==> src/rtl/game_seq.sv <==
`default_nettype none
// ============================================================================
//  Module      : game_seq
//  Description : Game flow sequencer (attract, countdown, play, level clear,
//                game over) with frame-based timing and shot arbitration.
//  Revision    : 1.0 - initial release
// ============================================================================
module game_seq #(
    parameter int LIVES_INIT   = 3,
    parameter int CD_FRAMES    = 60,
    parameter int CLEAR_FRAMES = 120,
    parameter int OVER_FRAMES  = 180,
    parameter int MAX_LEVEL    = 9,
    parameter int SHOT_CD      = 8
) (
    input  logic        clk,
    input  logic        rst,
    input  logic        move,
    input  logic        start,
    input  logic        shoot,
    input  logic [11:0] broken,
    input  logic        player_hit,
    output logic [2:0]  state,
    output logic        round_rst,
    output logic        play_en,
    output logic [3:0]  level,
    output logic [1:0]  lives,
    output logic [1:0]  cd_digit,
    output logic        shot_grant
);

    localparam logic [2:0] c_ST_ATTRACT = 3'd0;
    localparam logic [2:0] c_ST_COUNT   = 3'd1;
    localparam logic [2:0] c_ST_PLAY    = 3'd2;
    localparam logic [2:0] c_ST_CLEAR   = 3'd3;
    localparam logic [2:0] c_ST_OVER    = 3'd4;

    localparam int c_MAXF_A = (CD_FRAMES > CLEAR_FRAMES) ? CD_FRAMES : CLEAR_FRAMES;
    localparam int c_MAXF   = (c_MAXF_A > OVER_FRAMES) ? c_MAXF_A : OVER_FRAMES;
    localparam int c_FW     = ($clog2(c_MAXF + 1) > 8) ? $clog2(c_MAXF + 1) : 8;
    localparam int c_CW     = ($clog2(SHOT_CD + 1) > 1) ? $clog2(SHOT_CD + 1) : 1;

    localparam logic [c_FW-1:0] c_CD_LAST    = c_FW'(CD_FRAMES - 1);
    localparam logic [c_FW-1:0] c_CLEAR_LAST = c_FW'(CLEAR_FRAMES - 1);
    localparam logic [c_FW-1:0] c_OVER_LAST  = c_FW'(OVER_FRAMES - 1);
    localparam logic [c_FW-1:0] c_OVER_SKIP  = c_FW'(30);
    localparam logic [c_CW-1:0] c_SHOT       = c_CW'(SHOT_CD);
    localparam logic [3:0]      c_MAXLVL     = 4'(MAX_LEVEL);
    localparam logic [1:0]      c_LIVES      = 2'(LIVES_INIT);

    logic [2:0]      r_state;
    logic            r_round_rst;
    logic            r_play_en;
    logic [3:0]      r_level;
    logic [1:0]      r_lives;
    logic [1:0]      r_cd;
    logic            r_shot;
    logic [c_FW-1:0] r_frames;
    logic [c_CW-1:0] r_cool;
    logic            r_start_d;
    logic            r_shoot_d;
    logic            r_start_armed;

    logic w_start_edge;
    logic w_shoot_edge;
    logic w_all_broken;

    // A start held through reset must be released once before it can count.
    assign w_start_edge = start & ~r_start_d & r_start_armed;
    assign w_shoot_edge = shoot & ~r_shoot_d;
    assign w_all_broken = &broken;

    always_ff @(posedge clk) begin
        if (rst) begin
            r_state       <= c_ST_ATTRACT;
            r_round_rst   <= 1'b0;
            r_play_en     <= 1'b0;
            r_level       <= 4'd1;
            r_lives       <= 2'd0;
            r_cd          <= 2'd0;
            r_shot        <= 1'b0;
            r_frames      <= '0;
            r_cool        <= '0;
            r_start_d     <= 1'b0;
            r_shoot_d     <= 1'b0;
            r_start_armed <= 1'b0;
        end else begin
            r_start_d     <= start;
            r_shoot_d     <= shoot;
            r_start_armed <= r_start_armed | ~start;
            r_round_rst   <= 1'b0;
            r_shot        <= 1'b0;
            if (move) begin
                r_frames <= r_frames + 1'b1;
            end

            case (r_state)
                c_ST_ATTRACT: begin
                    r_frames <= '0;
                    if (w_start_edge) begin
                        r_state     <= c_ST_COUNT;
                        r_level     <= 4'd1;
                        r_lives     <= c_LIVES;
                        r_cd        <= 2'd3;
                        r_round_rst <= 1'b1;
                    end
                end

                c_ST_COUNT: begin
                    if (move && r_frames == c_CD_LAST) begin
                        r_frames <= '0;
                        if (r_cd == 2'd1) begin
                            r_state   <= c_ST_PLAY;
                            r_cd      <= 2'd0;
                            r_play_en <= 1'b1;
                            r_cool    <= '0;
                        end else begin
                            r_cd <= r_cd - 2'd1;
                        end
                    end
                end

                c_ST_PLAY: begin
                    if (w_all_broken || player_hit) begin
                        r_frames  <= '0;
                        r_cool    <= '0;
                        r_play_en <= 1'b0;
                        if (w_all_broken) begin
                            r_state <= c_ST_CLEAR;
                        end else if (r_lives > 2'd1) begin
                            r_state     <= c_ST_COUNT;
                            r_lives     <= r_lives - 2'd1;
                            r_cd        <= 2'd3;
                            r_round_rst <= 1'b1;
                        end else begin
                            r_state <= c_ST_OVER;
                            r_lives <= 2'd0;
                        end
                    end else if (w_shoot_edge && r_cool == '0) begin
                        r_shot <= 1'b1;
                        r_cool <= c_SHOT;
                    end else if (move && r_cool != '0) begin
                        r_cool <= r_cool - 1'b1;
                    end
                end

                c_ST_CLEAR: begin
                    if (move && r_frames == c_CLEAR_LAST) begin
                        r_state     <= c_ST_COUNT;
                        r_frames    <= '0;
                        r_cd        <= 2'd3;
                        r_round_rst <= 1'b1;
                        if (r_level < c_MAXLVL) begin
                            r_level <= r_level + 4'd1;
                        end
                    end
                end

                c_ST_OVER: begin
                    if ((move && r_frames == c_OVER_LAST) ||
                        (w_start_edge && r_frames >= c_OVER_SKIP)) begin
                        r_state  <= c_ST_ATTRACT;
                        r_frames <= '0;
                    end
                end

                default: begin
                    r_state   <= c_ST_ATTRACT;
                    r_frames  <= '0;
                    r_play_en <= 1'b0;
                    r_cd      <= 2'd0;
                    r_cool    <= '0;
                end
            endcase
        end
    end

    assign state      = r_state;
    assign round_rst  = r_round_rst;
    assign play_en    = r_play_en;
    assign level      = r_level;
    assign lives      = r_lives;
    assign cd_digit   = r_cd;
    assign shot_grant = r_shot;

endmodule
`default_nettype wire

==> config.mk <==
export PLATFORM = sky130hd
export DESIGN_NAME = game_seq
export DESIGN_NICKNAME = d
export VERILOG_FILES = /design/src/rtl/game_seq.sv
export SDC_FILE = /design/constraint.sdc
export NUM_CORES = 1
export LEC_CHECK = 0
export BUFFER_PORTS_ARGS = -buffer_cell sky130_fd_sc_hd__clkbuf_2
export CAP_MARGIN = 20
export CORE_ASPECT_RATIO = 0.7
export CORE_MARGIN = 5
export CORE_UTILIZATION = 50
export DETAILED_ROUTE_END_ITERATION = 6
export PLACE_DENSITY = 0.75
export SLEW_MARGIN = 20
export SYNTH_ARGS = -nofsm -noshare
export SYNTH_HDL_FRONTEND = slang
export SYNTH_SLANG_ARGS = --single-unit
==> constraint.sdc <==
create_clock -name clk -period 3.6 [get_ports clk]
set_input_delay 0.54 -clock clk [delete_from_list [all_inputs] [get_ports clk]]
set_output_delay 0.54 -clock clk [all_outputs]
set_load 0.02 [all_outputs]
Yosys cells after proc, flatten, opt, wreduce, memory -nomap -nowiden
Cells that the tools add are included.

operators by class
  $add $sub $neg = 5
  order comparisons = 3
  equality and inequality tests = 18
  mux-type cells = 48
  bitwise gates (word level) = 10
  reduce and logical (&&, ||, !) cells = 22

operator list
  operator                                                                count
  8-bit two-way mux                                                       5
  4-bit two-way mux                                                       8
  8-bit one-hot mux with 4 select lines                                   1
  3-bit two-way mux                                                       8
  2-bit two-way mux                                                       10
  2-bit inequality test (second input constant)                           9
  4-bit AND reduction                                                     4
  3-bit one-hot mux with 5 select lines                                   1
  4-bit one-hot mux with 3 select lines                                   1
  12-bit AND reduction                                                    1
  2-bit one-hot mux with 5 select lines                                   1
  1-bit two-way mux                                                       9
  8-bit by 1-bit adder with 8-bit output (second input constant)          1
  8-bit by 6-bit == test with 1-bit output (second input constant)        1
  8-bit by 7-bit == test with 1-bit output (second input constant)        1
  8-bit == test (second input constant)                                   1
  8-bit by 5-bit >= comparator with 1-bit output (second input constant)  1
  4-bit one-hot mux with 2 select lines                                   1
  7-bit AND reduction                                                     1
  3-bit by 2-bit == test with 1-bit output (second input constant)        2
  1-bit logical AND                                                       6
  1-bit inverter                                                          6
  1-bit one-hot mux with 3 select lines                                   2
  6-bit AND reduction                                                     1
  other kinds (18)                                                        24

storage, ports and cells
  register bits after elaboration = 29
  word-level logic and storage cells = 118

Logic depth before layout (Yosys ltp)
Gate-level depths: netlist (run 1).

  word-level depth = 7
  gate-level depth with buffers = 7

Worst setup path after synthesis (run 1)
Ideal clock, no wire load.

  path kind = input-to-reg
  from = in broken[4]
  to = reg r_state[1] (netlist: state[1])
  setup time = 0.079 ns
  arrival time = 1.855 ns
  data required time = 3.521 ns
  setup slack = 1.666 ns
  stages on the path = 5
  buffers on the path = 0
  cells stage by stage = nand4_1 -> o31a_2 -> a31o_4 -> or3_4 -> a211oi_2

on the way
  longest elaborated chain between the ends = 4

RTL lines
  item                                                                                 RTL line  text
  start, declared                                                                      21        input logic [11:0] broken,
  12-bit AND reduction *                                                               71        assign w_all_broken = &broken;
  3-bit two-way mux / 1-bit logical OR (equally long branches)                         128, 124
  3-bit two-way mux / 2-bit inequality test (equally long branches)                    -
  3-bit one-hot mux with 5 select lines / 6-bit AND reduction (equally long branches)  -
  end signal, assigned                                                                 75        r_state <= c_ST_ATTRACT;
  end signal, assigned                                                                 129       r_state <= c_ST_CLEAR;
  end signal, assigned                                                                 131       r_state <= c_ST_COUNT;
  end, declared                                                                        51        logic [2:0] r_state;

Mark *: on every way between the ends. The rest lies on a longest branch, timed or not. The select of a mux whose other input is x is not followed.
A chain may end at the register's enable or synchronous reset.

Final worst setup path (run 1)
  from = reg r_state[1] (netlist: state[1])
  to = reg r_state[1] (netlist: state[1])

on the way
  longest elaborated chain between the ends = 3

RTL lines
  item                                         RTL line  text
  start signal, assigned                       75
  start signal, assigned                       101       r_state <= c_ST_COUNT;
  start signal, assigned                       113       r_state <= c_ST_PLAY;
  3-bit == test, or another cell as far along  97        case (r_state)
  2-bit inequality test (no source line)       -
  6-bit AND reduction (no source line)         -

Several ways; a longest one is shown, not always the timed one.

==> flow_metrics.py, run 1 <==
metrics = {
    "outcome": {
        "status": "finished, final reports clean",
    },
    "layout": {
        "area_growth_pct": 12.8,
        "layout-drive-gt1-share": 0.230,
        "seqCellArea_um2": 581,
        "n_fill_cell": 295,
        "fin_nets": 246,
        "multi_input_area_um2": 983,
        "final_area_um2": 1900,
        "num_antenna_cells": 0,
    },
    "worst_hold_path": {
        "min-delay-start": "r_start_armed",
        "hp-class": "flop to flop",
    },
    "timing": {
        "setup_viol": 0,
        "fin_worst_skew_ns": 0.00386,
        "hold_viol_final": 0,
        "max_slew_margin": 0.580,
        "rsz0062_at_grt": "false",
        "maxSlewViolCount": 0,
        "layout_worst_path_cycle_share": 0.569,
        "fin_tns_setup_ns": 0,
        "fmax_ghz": 0.488,
        "max_slew.worst_pin.slew_ns": 0.621,
        "fin_crit_ns": 2.05,
    },
    "clocking": {
        "cts_tree": "yes",
        "cts.sinks": 29,
        "cts.path.max_buffers": 2,
        "cts-buffers-inserted": 5,
        "post_cts_resized": 0,
        "cts_root_buffer": "clkbuf_8",
        "cts.htree.levels": 2,
        "path_clk_slew_ns": 0.06,
        "postCtsHoldBufs": 0,
        "cts_setup_buffers": 0,
        "clk-insertion-delay-late_ns": 0.28,
    },
    "floorplanning": {
        "dieArea_um2": 4650,
        "start_util": 0.528,
        "rows": 17,
        "fp.dieW_um": 79.4,
        "core_area_um2": 3190,
        "die_y_um": 58.6,
        "io_pins": 32,
    },
    "power_and_ir_drop": {
        "power.share.clock": 0.251,
        "intPower_w": 0.000670,
        "powerDensity_nw_per_um2": 566,
        "cellLeakagePower_nw": 0.753,
        "p_sw_frac": 0.378,
        "vdd_ir_drop_max_uv": 357,
        "pwr-share-seq": 0.404,
        "p_sw_w": 0.000407,
        "power_frac_comb": 0.345,
    },
    "flow_run": {
        "maxCapViolations": 0,
    },
    "setup_path": {
        "crit_fanout": 13,
        "worstPathArrival_ns": 2.26,
        "crit_path_start": "state[1]",
        "critPathLaunchType": "flop",
        "rr_startpoint": "state[1]",
        "required_ns": 3.81,
        "endpoint_kind": "flop",
        "critical_path_class": "flop to flop",
    },
    "placed_design": {
        "gp_congestion": 0.841,
        "hpwl_um": 2640,
        "port_buffers": 31,
        "place_area_um2": 1820,
    },
    "logic_synthesis": {
        "syn_inst": 193,
        "yosys.cell_types.count": 53,
        "ys_seq_area_frac": 0.344,
        "ys.warnings.count": 0,
        "avgSynthCellArea_um2": 8.73,
        "syn_area_um2": 1690,
        "yosys_register_bits": 29,
        "synth_nets": 217,
    },
    "global_route": {
        "grt_pass1_wl_um": 6100,
        "grt_overflow": 0,
        "grtUsageTotal": 0.169,
        "grt_max_degree": 20,
        "grt_pass1_vias": 1326,
        "antenna_found_initial": 0,
    },
    "detailed_routing": {
        "wl_per_cell_um": 13.8,
        "drc": 0,
        "ant_nets": 0,
        "num_vias": 1459,
        "routed_wl_um": 3580,
        "firstDrtPassIters": 4,
        "first_iter_violations": 150,
        "viasPerCell": 5.61,
    },
}
[routing by layer]
layer	GRT usage	vias up	share of wire	wire length, µm
met2	0.225	47	0.38	1370
met4	0.0735	0	0.011	41
met3	0.0566	6	0.078	278
li1	-	756	-	-
met5	0	-	0	0
met1	0.245	650	0.53	1880
[cell families (layout without fill, tap and decap cells)]
group,Yosys count,count (layout),synth area share
flip-flops,29,29,0.344
XOR/XNOR,10,10,0.0520
buffers and inverters,22,51,0.0720
AO/OA/AOI/OAI,44,44,0.189
multiplexers,3,3,0.0178
adder cells (fa/ha/maj),6,6,0.0445
AND/OR/NAND/NOR,79,79,0.280
[placed cells by master, fill, tap and decap left out, types with 7 or more instances in the layout]
| cell type | instances |
|---|---|
| nand2_1 | 13 |
| a21oi_1 | 9 |
| nor2_1 | 21 |
| nor3_1 | 7 |
| o21ai_0 | 9 |
| clkbuf_2 | 31 |
| dfxtp_1 | 29 |
| inv_1 | 13 |
[Yosys cell counts (all sizes together)]
cell type  number  area [µm²]
a211oi          5        42.5
mux2i           3        30.0
xor2            4        35.0
nand2b          5        38.8
a2bb2oi         1        8.76
ha              6        75.1
a31o            1        17.5
buf             4        33.8
a41oi           1        8.76
or4             1        7.51
or3b            1        8.76
nand3           3        15.0
or2             1        6.26
o211ai          3        32.5
o31a            1        10.0
and3            2        12.5
nand3b          2        15.0
a31oi           1        6.26
and4b           2        22.5
o22ai           3        18.8
o21a            1        7.51
nor4            1        6.26
nand4           6        37.5
nand2          13        48.8
or3             3        23.8
nor2b           4        25.0
inv            13        48.8
o21ai           9        45.0
o221ai          1        8.76
a41o            1        10.0
o31ai           2        15.0
a21oi           9        45.0
a221oi          2        17.5
nor3            9        61.3
a21boi          1        7.51
nor3b           1        7.51
nor2           21        78.8
dfxtp          29         581
clkbuf          5        38.8
xnor2           6        52.6
nor4b           4        56.3
o2111ai         1        8.76
o311ai          1        8.76
[area by class of cell]
type / count / area share
Inverter: 13 / 0.0257
Timing Repair Buffer: 31 / 0.0816
Tap cell: 38 / 0.0250
Sequential cell: 29 / 0.305
Multi-Input combinational cell: 142 / 0.517
Clock buffer: 7 / 0.0454
[registers in the layout (all words and copies together) (netlist names), 2 cells and up]
register	flops
level	4
state	3
lives	2
cd_digit	2
r_cool	4
r_frames	8
[through the flow]
stage,std cells,power [W],hold slack (ns),worst slack (ns),utilization
2_1_floorplan,193,0.000725,0.430,1.67,-
4_1_cts,260,0.00108,0.454,1.56,0.596
6_report,260,0.00108,0.449,1.55,0.596
3_3_place_gp,253,0.000808,0.442,1.51,0.569
5_1_grt,260,0.00115,0.470,1.39,0.596
3_5_place_dp,253,0.000808,0.445,1.47,0.569
[worst max-delay path, cell delays in order, from the launching register on]
cell and delay (ns):
dfxtp_1 0.68, and4b_2 0.34, o211ai_2 0.08, a31o_4 0.28
or3_4 0.39, a211oi_2 0.20
[path summary, 6_finish.rpt]
kind	to	slack, ns	cells past startpoint
max	state[1]	1.55	5
min	r_start_armed	0.45	2
max reg2reg	state[1]	1.55	5
min reg2reg	r_start_armed	0.45	2
[power by group through the flow]
stage	Sequential (W)	Combinational, W	Clock (W)
after floorplan	0.000445	0.000280	0
after global placement	0.000441	0.000367	0
after detailed placement	0.000440	0.000368	0
after CTS	0.000434	0.000369	0.000274
after global routing	0.000444	0.000413	0.000291
final	0.000435	0.000372	0.000270
Power figures use the tool's default switching activity.
==> inputs of run 2 (changes only) <==
ABC_AREA = 1   (was unset)
PLACE_DENSITY = 0.78   (was 0.75)
clock period = 1.7 ns   (was 3.6 ns; I/O delays follow)
==> flow_metrics.py, run 2 <==
metrics = {
    "outcome": {
        "status": "finished, final reports clean",
    },
    "setup_path": {
        "reg2reg_depth": 8,
        "critical_path_class": "flop to flop",
        "critPathTopFamily": "simple AND/OR/NAND/NOR gates",
        "worstPathArrival_ns": 1.72,
        "worst_path_largest_cell_delay_ns": 0.36,
        "required_ns": 1.86,
        "crit_chain": "ha_2, nand2_2, nor2_2, nand3_1, nand2_2, nand2_1, o21ai_4, nor2_1",
        "critPathLaunchType": "flop",
        "slowest_stage": "dfxtp_2",
        "crit_fanout": 8,
        "critPathBufInv": 0,
        "endpoint_kind": "flop",
        "crit_cells": 8,
        "path_common_cell": "nand2_2",
    },
    "layout": {
        "final_common_cell": "nand2_1",
        "area_growth_pct": 20.1,
        "final_area_um2": 2090,
        "n_fill_cell": 300,
        "final_cell_mix": "nand2_1 (51), nor2_1 (46), inv_1 (33)",
        "layout-drive-gt1-share": 0.250,
        "seqCellArea_um2": 582,
        "largest_reg_flops": 8,
        "fin_util": 0.642,
        "multi_input_area_um2": 1020,
        "num_antenna_cells": 0,
        "fin_nets": 319,
        "largest_register": "r_frames",
    },
    "global_route": {
        "grtUsageTotal": 0.174,
        "antenna_found_initial": 0,
        "grt_pass1_vias": 1472,
        "grt_overflow": 0,
        "grt_max_degree": 11,
        "grt_pass1_wl_um": 6410,
    },
    "power_and_ir_drop": {
        "pwr-share-seq": 0.315,
        "power_frac_comb": 0.420,
        "cellLeakagePower_nw": 0.960,
        "vdd_ir_drop_max_uv": 535,
        "intPower_w": 0.00166,
        "p_sw_frac": 0.397,
        "p_sw_w": 0.00109,
        "power.share.clock": 0.265,
        "powerDensity_nw_per_um2": 1320,
    },
    "logic_synthesis": {
        "synth-edff-count": 0,
        "synthFlopType": "dfxtp_1",
        "synth_nets": 280,
        "avgSynthCellArea_um2": 6.79,
        "ys_seq_area_frac": 0.334,
        "synth_top_area_cell": "dfxtp_1",
        "synth_area_leaders": "dfxtp_1 (33%), nand2_1 (11%), nor2_1 (9.9%), inv_1 (7.1%), nand3_1 (5.2%)",
        "ys_async_sr_fraction": 0,
        "syn_area_um2": 1740,
        "yosys_register_bits": 29,
        "yosys.cell_types.count": 28,
        "synth_top_area_frac": 0.334,
        "synth.most_common_cell": "nand2_1",
        "syn_inst": 256,
        "ys.warnings.count": 0,
        "synth_commonest_cells": "nand2_1 (51), nor2_1 (46), inv_1 (33)",
    },
    "placed_design": {
        "pre_cts_slack_ns": 0.0646,
        "port_buffers": 31,
        "gp_congestion": 0.825,
        "hpwl_um": 3020,
        "place_area_um2": 1960,
    },
    "worst_hold_path": {
        "whs_path_depth": 2,
        "hp-class": "input port to flop",
    },
    "floorplanning": {
        "die_y_um": 59.3,
        "io_pins": 32,
        "start_util": 0.534,
        "rows": 17,
        "dieArea_um2": 4780,
        "fp.dieW_um": 80.5,
        "core_area_um2": 3250,
    },
    "timing": {
        "hold_viol_final": 0,
        "fin_ws_ns": 0.144,
        "fmax_ghz": 0.642,
        "fin_tns_setup_ns": 0,
        "fin_worst_skew_ns": 0.00854,
        "setup_viol": 0,
        "layout_worst_path_cycle_share": 0.916,
        "max_slew.worst_pin.slew_ns": 0.278,
        "rsz0062_at_grt": "false",
        "max_slew_margin": 0.814,
        "maxSlewViolCount": 0,
        "fin_crit_ns": 1.56,
    },
    "clocking": {
        "cts-buffers-inserted": 5,
        "cts.path.max_buffers": 2,
        "cts.sinks": 29,
        "path_clk_slew_ns": 0.06,
        "cts_root_buffer": "clkbuf_8",
        "cts.htree.levels": 2,
        "postCtsHoldBufs": 0,
        "cts_tree": "yes",
        "clk-insertion-delay-late_ns": 0.28,
    },
    "flow_run": {
        "maxCapViolations": 0,
    },
    "detailed_routing": {
        "firstDrtPassIters": 4,
        "wl_met2_um": 1430,
        "viasPerCell": 4.95,
        "ant_nets": 0,
        "drc": 0,
        "routed_wl_um": 3790,
        "wl_met3_um": 335,
        "wl_per_cell_um": 11.1,
        "first_iter_violations": 135,
        "wl_met1_um": 1970,
        "num_vias": 1697,
        "highest_layer": "met4",
    },
}
run 2: power by group through the flow:
stage                     combinational (W)  sequential [W]  clock [W]
final                               0.00115        0.000867   0.000729
after global routing                0.00132        0.000879   0.000781
after CTS                           0.00115        0.000865   0.000745
after detailed placement            0.00114        0.000879          0
after global placement              0.00111        0.000882          0
after floorplan                    0.000801        0.000949          0
run 2: timing repair:
item | 4_1_cts | 5_1_grt
resized for setup | 0 | 4
setup buffers | 0 | 1
endpoints found under the hold margin | 0 | 0
setup endpoints to repair | 0 | 20
run 2: layer usage:
metal / up-vias / track usage
li1: 886 / -
met1: 747 / 0.244
met2: 57 / 0.242
met3: 7 / 0.0623
met4: 0 / 0.0651
met5: - / 0
run 2: final cells by class:
type                    instances  share of cell area
clock buffers                   7              0.0413
clock inverters                 1              0.0144
inverters                      36              0.0647
multi-input cells             189               0.488
flip-flops and latches         29               0.278
well taps                      47              0.0281
repair buffers                 34              0.0850
run 2: worst paths after layout:
kind | from | end | slack, ns
setup / recovery | r_frames[1] | r_frames[3] | 0.14
setup reg to reg | r_frames[1] | r_frames[3] | 0.14
hold reg to reg | r_start_armed | r_start_armed | 0.48
hold / removal | start | r_start_armed | 0.16
run 2: kinds of logic (layout without fill, tap and decap cells):
kind of cell	after synthesis	in the layout	synth area share
flip-flops	29	29	0.334
adder cells (fa/ha/maj)	6	6	0.0432
XOR/XNOR	7	7	0.0353
AO/OA/AOI/OAI	29	29	0.0978
buffers and inverters	38	78	0.0827
AND/OR/NAND/NOR	147	147	0.407
run 2: per-stage QoR:
stage               std cells  power (W)  hold slack (ns)
floorplan                 256    0.00175            0.351
global placement          334    0.00200            0.453
detailed placement        334    0.00202            0.456
CTS                       342    0.00276            0.157
global route              343    0.00298            0.174
finish                    343    0.00275            0.163
==> inputs of run 3 (changes only) <==
MAX_ROUTING_LAYER = met4   (was unset)
TNS_END_PERCENT = 100   (was unset)
==> flow_metrics.py, run 3 (synthesized netlist as in run 2, its figures left out) <==
metrics = {
    "outcome": {
        "status": "finished, final reports clean",
    },
    "global_route": {
        "antenna_found_initial": 0,
        "grt_overflow": 0,
        "grt_pass1_vias": 1472,
        "grtUsageTotal": 0.179,
        "grt_pass1_wl_um": 6410,
        "grt_max_degree": 11,
    },
    "placed_design": {
        "port_buffers": 31,
        "hpwl_um": 3020,
        "dp_cells": 334,
        "gp_congestion": 0.838,
        "pre_cts_slack_ns": 0.0646,
    },
    "setup_path": {
        "endpoint_kind": "flop",
        "required_ns": 1.86,
        "critPathLaunchType": "flop",
        "crit_fanout": 8,
        "reg2reg_to": "r_frames[3]",
        "ff2ff_setup_slack_ns": 0.14,
        "worstPathArrival_ns": 1.72,
        "critical_path_class": "flop to flop",
        "reg2reg_depth": 8,
        "rr_startpoint": "r_frames[1]",
    },
    "power_and_ir_drop": {
        "cellLeakagePower_nw": 0.960,
        "powerDensity_nw_per_um2": 1320,
        "vdd_ir_drop_max_uv": 535,
    },
    "layout": {
        "area_growth_pct": 20.1,
        "fin_nets": 319,
        "largest_register": "r_frames",
        "stdcell_count": 343,
        "final_cell_mix": "nand2_1 (51), nor2_1 (46), inv_1 (33)",
        "final_common_cell": "nand2_1",
        "layout-drive-gt1-share": 0.250,
        "num_antenna_cells": 0,
        "n_fill_cell": 300,
        "largest_reg_flops": 8,
    },
    "timing": {
        "max_slew.worst_pin.slew_ns": 0.283,
        "fin_ws_ns": 0.144,
        "max_slew_margin": 0.810,
        "maxSlewViolCount": 0,
        "fin_crit_ns": 1.56,
        "rsz0062_at_grt": "false",
        "fmax_ghz": 0.642,
        "fin_tns_setup_ns": 0,
        "layout_worst_path_cycle_share": 0.916,
        "setup_viol": 0,
        "hold_viol_final": 0,
        "fin_worst_skew_ns": 0.00857,
    },
    "detailed_routing": {
        "wl_met2_um": 1420,
        "firstDrtPassIters": 4,
        "first_iter_violations": 135,
        "num_vias": 1695,
        "drc": 0,
        "routed_wl_um": 3790,
        "wl_met3_um": 307,
        "wl_per_cell_um": 11.1,
        "ant_nets": 0,
        "wl_met1_um": 2000,
        "viasPerCell": 4.94,
        "highest_layer": "met4",
    },
    "clocking": {
        "clk-insertion-delay-late_ns": 0.28,
        "path_clk_slew_ns": 0.06,
        "cts_tree": "yes",
        "postCtsHoldBufs": 0,
        "cts-buffers-inserted": 5,
        "cts_root_buffer": "clkbuf_8",
        "cts.sinks": 29,
        "cts.path.max_buffers": 2,
        "cts.htree.levels": 2,
    },
    "floorplanning": {
        "dieArea_um2": 4780,
        "fp.dieW_um": 80.5,
        "rows": 17,
        "start_util": 0.534,
        "io_pins": 32,
        "die_y_um": 59.3,
        "core_area_um2": 3250,
    },
    "worst_hold_path": {
        "hold_end": "r_start_armed",
        "hp-class": "input port to flop",
        "min-delay-start": "start",
        "whs_path_depth": 2,
    },
    "flow_run": {
        "maxCapViolations": 0,
    },
}
-- run 3: cell counts in the layout (fill, tap and decap cells not counted) --
No cell type changed its count.
-- run 3: final cells by class --
type	instances	area [µm²]	area share
tap	47	58.8	0.0281
timing repair buffer	34	178	0.0850
sequential	29	582	0.278
clock buffer	7	86.3	0.0413
inverter	36	135	0.0647
clock inverter	1	30.0	0.0144
multi-input combinational	189	1020	0.488
-- run 3: per-stage QoR --
stage / instance area [µm²] / hold WS [ns] / power [W] / util
global route: 2090 / 0.174 / 0.00298 / 0.642
detailed placement: 1960 / 0.456 / 0.00202 / 0.602
finish: 2090 / 0.163 / 0.00275 / 0.642
global placement: 1960 / 0.453 / 0.00200 / 0.602
CTS: 2080 / 0.157 / 0.00276 / 0.638
floorplan: 1740 / 0.351 / 0.00175 / -
-- run 3: routing by layer --
metal  vias up  GRT usage
li1        886          -
met1       745      0.247
met2        57      0.242
met3         7     0.0578
met4         0     0.0651
met5         -          -
-- run 3: worst max-delay path: stages, from the launching register on --
cell and delay, ns:
dfxtp_2 0.36, ha_2 0.21, nand2_2 0.08, nor2_2 0.10, nand3_1 0.10, nand2_2 0.12, nand2_1 0.13, o21ai_4 0.26
nor2_1 0.08
-- run 3: timing repair --
| action | in CTS | in global routing |
|---|---|---|
| setup endpoints to repair | 0 | 20 |
| hold endpoints to repair | 0 | 0 |
| resized for setup | 0 | 4 |
| buffers inserted | 0 | 1 |
-- run 3: report_power, final --
part           leakage (nW)  switching (W)  total [W]  internal, W
combinational         0.664       0.000755    0.00115     0.000400
clock                0.0585       0.000252   0.000729     0.000477
sequential            0.237      0.0000845   0.000867     0.000782
total                 0.960        0.00109    0.00275      0.00166
-- run 3: worst max-delay path by stage --
| stage | slack (ns) | endpoint | from |
|---|---|---|---|
| after floorplan | 0.26 | r_cool[3] | r_frames[1] |
| after global placement | 0.16 | level[1] | r_frames[1] |
| after detailed placement | 0.06 | r_frames[3] | r_frames[1] |
| after CTS | 0.05 | r_frames[3] | r_frames[1] |
| after global routing | 0.007 | r_cool[3] | r_frames[1] |
| final | 0.14 | r_frames[3] | r_frames[1] |
